[config.mk]
export PLATFORM = sky130hd
export DESIGN_NAME = adder_tree_accum
export DESIGN_NICKNAME = d
export VERILOG_FILES = /design/src/rtl/adder_tree_pkg.sv /design/src/rtl/adder_tree_accum_obuf.sv /design/src/rtl/adder_tree_accum.sv
export SDC_FILE = /design/constraint.sdc
export NUM_CORES = 1
export LEC_CHECK = 0
export ABC_CLOCK_PERIOD_IN_PS = 2500
export CAP_MARGIN = 20
export CORE_MARGIN = 1
export CORE_UTILIZATION = 40
export CTS_BUF_LIST = sky130_fd_sc_hd__clkbuf_2
export DETAILED_ROUTE_END_ITERATION = 10
export GPL_ROUTABILITY_DRIVEN = 0
export HOLD_SLACK_MARGIN = 0.02
export PLACE_DENSITY = 0.63
export SETUP_SLACK_MARGIN = 0.1
export SYNTH_ARGS = -nofsm -noshare
export SYNTH_HDL_FRONTEND = slang
export SYNTH_SLANG_ARGS = --single-unit
[constraint.sdc]
create_clock -name clk -period 2.5 [get_ports clk]
set_input_delay 0.625 -clock clk [delete_from_list [all_inputs] [get_ports clk]]
set_output_delay 0.625 -clock clk [all_outputs]
set_load 0.005 [all_outputs]
[src/rtl/adder_tree_pkg.sv]
// rtl/adder_tree_pkg.sv - shared defaults and FSM encoding for the adder tree accumulator
//
// Contents:
//   ADDER_WIDTH_DEF : default leaf operand width of the upstream adder tree
//   CNT_WIDTH_DEF   : default width of the beat-count field
//   state_e         : accumulator FSM states (IDLE = no partial frame, ACCUM = partial frame)
package adder_tree_pkg;

    localparam int ADDER_WIDTH_DEF = 16;
    localparam int CNT_WIDTH_DEF   = 8;

    typedef enum logic {
        IDLE  = 1'b0,
        ACCUM = 1'b1
    } state_e;

endpackage

[src/rtl/adder_tree_accum_obuf.sv]
// rtl/adder_tree_accum_obuf.sv - one-entry holding register for finished frame totals
//
// Ports:
//   clk      : clock, rising edge
//   rst_n    : asynchronous active-low reset, clears full and data
//   load     : capture data_in and mark the entry full
//   drain    : consumer took the held entry this cycle
//   data_in  : frame total to capture
//   full     : an entry is held (drives out_valid)
//   data_out : held frame total (drives out_sum)
module adder_tree_accum_obuf #(
    parameter int WIDTH = 25
) (
    input  logic             clk,
    input  logic             rst_n,
    input  logic             load,
    input  logic             drain,
    input  logic [WIDTH-1:0] data_in,
    output logic             full,
    output logic [WIDTH-1:0] data_out
);

    // Load wins over drain so a drain and a new result in the same cycle
    // leave the buffer full with the new value (no bubble).
    always_ff @(posedge clk or negedge rst_n) begin
        if (!rst_n) begin
            full     <= 1'b0;
            data_out <= '0;
        end else if (load) begin
            full     <= 1'b1;
            data_out <= data_in;
        end else if (drain) begin
            full     <= 1'b0;
        end
    end

endmodule

[src/rtl/adder_tree_accum.sv]
// rtl/adder_tree_accum.sv - frames adder tree sums into totals of cfg_len+1 beats
//
// Ports:
//   clk       : clock, rising edge
//   rst_n     : asynchronous active-low reset
//   in_valid  : upstream tree sum valid
//   in_ready  : beat accepted when in_valid & in_ready
//   in_sum    : unsigned tree sum, ADDER_WIDTH+1 bits
//   cfg_len   : frame length minus one, sampled on the first beat of a frame
//   flush     : drop the partial frame, blocks input for that cycle
//   out_valid : frame total held
//   out_ready : total consumed when out_valid & out_ready
//   out_sum   : frame total, ADDER_WIDTH+CNT_WIDTH+1 bits
//   busy      : a partial frame is in progress
module adder_tree_accum
    import adder_tree_pkg::*;
#(
    parameter int ADDER_WIDTH = ADDER_WIDTH_DEF,
    parameter int CNT_WIDTH   = CNT_WIDTH_DEF
) (
    input  logic                           clk,
    input  logic                           rst_n,
    input  logic                           in_valid,
    output logic                           in_ready,
    input  logic [ADDER_WIDTH:0]           in_sum,
    input  logic [CNT_WIDTH-1:0]           cfg_len,
    input  logic                           flush,
    output logic                           out_valid,
    input  logic                           out_ready,
    output logic [ADDER_WIDTH+CNT_WIDTH:0] out_sum,
    output logic                           busy
);

    // Wide enough for 2^CNT_WIDTH beats of the largest tree sum, so no wrap.
    localparam int OW = ADDER_WIDTH + CNT_WIDTH + 1;

    localparam logic [CNT_WIDTH-1:0] CNT_ONE = {{(CNT_WIDTH-1){1'b0}}, 1'b1};

    state_e               state;
    logic [OW-1:0]        acc;
    logic [CNT_WIDTH-1:0] cnt;
    logic [CNT_WIDTH-1:0] len_q;

    logic          is_final;
    logic          accept;
    logic          drain;
    logic [OW-1:0] in_ext;
    logic [OW-1:0] result;

    assign in_ext = {{CNT_WIDTH{1'b0}}, in_sum};

    // cnt holds the number of beats already accepted in this frame, so the
    // incoming beat is the last one once cnt reaches len_q.
    assign is_final = (state == IDLE)  ? (cfg_len == '0)
                                       : (cnt == len_q);

    // A final beat can only be taken if the output slot is free or being
    // freed this very cycle; non-final beats never touch the output slot.
    assign in_ready = !flush && !(is_final && out_valid && !out_ready);
    assign accept   = in_valid && in_ready;
    assign drain    = out_valid && out_ready;

    assign result = (state == IDLE) ? in_ext : (acc + in_ext);

    assign busy = (state == ACCUM);

    always_ff @(posedge clk or negedge rst_n) begin
        if (!rst_n) begin
            state <= IDLE;
            acc   <= '0;
            cnt   <= '0;
            len_q <= '0;
        end else if (flush) begin
            state <= IDLE;
            acc   <= '0;
            cnt   <= '0;
        end else if (accept) begin
            case (state)
                IDLE: begin
                    len_q <= cfg_len;
                    acc   <= in_ext;
                    cnt   <= CNT_ONE;
                    state <= is_final ? IDLE : ACCUM;
                end
                ACCUM: begin
                    if (is_final) begin
                        state <= IDLE;
                        acc   <= '0;
                        cnt   <= '0;
                    end else begin
                        acc <= result;
                        cnt <= cnt + CNT_ONE;
                    end
                end
                default: begin
                    state <= IDLE;
                    acc   <= '0;
                    cnt   <= '0;
                end
            endcase
        end
    end

    adder_tree_accum_obuf #(
        .WIDTH (OW)
    ) u_obuf (
        .clk      (clk),
        .rst_n    (rst_n),
        .load     (accept && is_final),
        .drain    (drain),
        .data_in  (result),
        .full     (out_valid),
        .data_out (out_sum)
    );

endmodule

==> metrics.yaml, run 1 <==
layout:
  diodes: 0
  multi_input_area_um2: 2743
  final_nets: 658
  final_cell_mix: "buf_4 (77), dfrtp_1 (67), nand2_1 (61)"
  fillerInstances: 947
  final_common_cell: "buf_4"
  register_area_um2: 1703
  stdcell_count: 750
  layout-drive-gt1-share_pct: 24.59
  area_delta_synth_final_pct: 39.98
die:
  dieHeight_um: 105.9
  rows: 37
  die_w_um: 105.9
  start_util_pct: 41.61
  floorplan.die_area_um2: 11210
  core_area_um2: 10370
  io-pin-count: 58
setup_path:
  critPathKind: "input port to output port"
  arrival_ps: 1910
  required_ps: 1880
  reg2reg_depth: 9
  crit_chain: "clkdlybuf4s50_1, nor4_1, nand3_1, o31ai_4, and2_4, nor2_2, buf_2"
  crit_fanout: 2
  end_kind: "output port"
  max_stage_delay_ps: 430
  start_kind: "input port"
  cp_slowest_cell: "clkdlybuf4s50_1"
timing:
  hold_viol_final: 0
  maxSlewHeadroom_pct: 67.23
  drv_slew: 0
  finClkSkew_ps: 23.49
  setup_viol: 1
  worstMarginPinSlew_ps: 491.6
  fin_crit_sh_pct: 101.4
  period_minus_slack_ps: 2535
  setup_ws_ps: -34.68
  fmax_mhz: 394.5
  rsz0062_at_grt: "true"
  setup_tns_ps: -34.68
worst_hold_path:
  hold_path_class: "input port to register"
  worst_hold_path.num_cells: 3
power:
  power.total_mw: 2.586
  clkPwrFrac_pct: 21.8
  p_comb_share_pct: 30.3
  power_density_nw_per_um2: 428.0
  ir_drop_v: 0.0002075
  switching_share_pct: 33.63
  p_switching_mw: 0.8697
  p_leak_nw: 2.633
  internal_power_mw: 1.716
  p_seq_share_pct: 47.9
synth:
  ys_seq_area_share_pct: 39.43
  synth_fa_ha_area_share_pct: 5.683
  async_flop_share_pct: 100.0
  ys_seq_elements: 68
  syn_avg_cell_area_um2: 9.143
  synthesis.nets: 521
  muxShareOfSynthArea_pct: 5.596
  syn_area_um2: 4315
  yosys.area_share.simple_pct: 16.27
  syn_inst: 472
  synth_compound_area_share_pct: 25.31
  synth_edf_count: 0
  yosys.cell_types.count: 58
  synth_flop_cell: "dfrtp_1"
  synth_xor_area_share_pct: 4.668
  synth_top_family_by_area: "compound AO/OA/AOI/OAI gates"
  yosys_warnings: 0
global_route:
  grt-busiest-layer: "met2"
  antenna_found_initial: 0
  overflow: 0
  grt_util_all_layers_pct: 22.52
  grt_pass1_wl_um: 19890
  use_met2_pct: 36.74
  met1_usage_pct: 29.86
  first_global_vias: 4113
  grt_max_degree: 46
  gr-usage-met3_pct: 4.143
drt:
  routedWlPerCell_um: 16.36
  ant_nets: 0
  vias_per_cell: 5.553
  route.detailed.drc: 0
  dr.pass1.iters: 4
  drt-total-wl_um: 12270
  drtIter0Drc: 175
  vias: 4165
clocking:
  cts_sinks: 68
  cts_htree_levels: 3
  cts.clk_slew.worst_paths_ps: 210
  clock_latency_ps: 530
  cts_buffer_depth: 2
  numCtsBuffers: 9
  ctsRootBufferMaster: "clkbuf_2"
  cts_tree: "done"
status:
  status: "complete, but fails checks"
  violations: "setup timing"
place:
  placed_cells: 720
  io_buffer_count: 57
  post-place-ws_ps: -661.4
  hpwl_um: 8878
flow_run:
  maxCapViolCount: 0
path summary, 6_finish.rpt:
kind | from | slack, ps | end
max | cfg_len[3] | -30 | in_ready
min | in_sum[5] | 500 | u_obuf.data_out[5]
max reg2reg | acc[0] | 70 | u_obuf.data_out[22]
min reg2reg | u_obuf.data_out[1] | 500 | u_obuf.data_out[1]
max in group asynchronous | rst_n | 1160 | cnt[1]
min in group asynchronous | rst_n | 550 | u_obuf.data_out[7]
repair_timing:
item / in CTS / in global routing
pin swaps: 6 / 19
hold buffers: 1 / 0
setup endpoints to repair: 11 / 26
buffers inserted: 10 / 3
gates resized for setup: 12 / 38
endpoints found under the hold margin: 18 / 0
worst max-delay path: cells and delay by family:
kind | cells | cell delay [ps]
simple gates | 4 | 650
buf+inv | 2 | 550
compound gates | 1 | 90
stage by stage:
stage / area [um^2] / hold slack, ps / utilization [%]
after floorplan: 4338 / 329.4 / -
after global placement: 5599 / 461.2 / 53.99
after detailed placement: 5599 / 470.7 / 53.99
after CTS: 5797 / 506.0 / 55.90
after global routing: 6041 / 481.9 / 58.25
final: 6041 / 502.5 / 58.25
registers in the layout, indices dropped and copies added (netlist names):
| register | flops |
|---|---|
| acc | 25 |
| busy | 1 |
| cnt | 8 |
| len_q | 8 |
| u_obuf.data_out | 25 |
| u_obuf.full | 1 |
cell families after synthesis:
family | count (synthesis)
AOI/OAI and AO/OA | 166
xor gates and xnor gates | 23
adders and majority gates | 19
buffers and inverters | 29
DFF | 68
muxes | 23
and+or+nand+nor | 144
power groups by stage:
stage	combinational [mW]	clock, mW	sequential [mW]
after floorplan	0.373	0	1.25
after global placement	0.703	0	1.25
after detailed placement	0.714	0	1.25
after CTS	0.729	0.584	1.23
after global routing	0.858	0.625	1.25
final	0.784	0.563	1.24
synth_stat cells, drive strengths merged, types with 2 or more instances:
master / instances / share of area (%)
o221ai: 3 / 0.61
o211ai: 6 / 1.0
a21oi: 29 / 3.4
o22ai: 2 / 0.29
nor3: 11 / 1.8
a2bb2oi: 3 / 0.61
a2111oi: 5 / 1.4
nand2b: 6 / 0.87
mux2i: 14 / 3.2
nand3: 11 / 1.4
a211o: 4 / 0.81
a21o: 11 / 1.9
a22oi: 2 / 0.46
nor4: 3 / 0.43
or3: 3 / 0.43
a211oi: 10 / 2.0
inv: 13 / 1.1
and3: 3 / 0.43
o21bai: 3 / 0.52
o31ai: 6 / 1.2
and2: 6 / 0.87
nand2: 63 / 5.5
a21boi: 3 / 0.52
nand4: 4 / 0.72
mux2: 9 / 2.3
o21a: 8 / 1.4
clkbuf: 4 / 0.35
xnor2: 16 / 3.2
dfrtp: 68 / 39
ha: 18 / 5.2
a31oi: 8 / 1.2
nor2b: 8 / 1.2
nor2: 22 / 1.9
a22o: 4 / 0.81
buf: 12 / 1.6
o21ai: 56 / 6.5
xor2: 7 / 1.4
cell type report:
type                       instances  area share, %
sequential                        68          28.19
multi-input combinational        375          45.40
timing repair buffer             142          21.31
inverter                          13         0.8078
clock buffer                       9         0.7457
clock inverter                     7         0.7249
tap                              136          2.817
layer usage:
metal	part of all wire (%)	vias to the layer above	wire length, um
met5	0	-	0
met3	3.5	16	435
met4	1.4	0	176
met1	47	2050	5792
li1	-	2011	-
met2	48	88	5865
No activity file was read; power rests on OpenSTA's default activity.
==> run 2: changes to the inputs <==
- ABC_CLOCK_PERIOD_IN_PS: 2500 -> not set
==> results of run 2 <==
Final layout, timing and power as in run 1 (identical DEF).
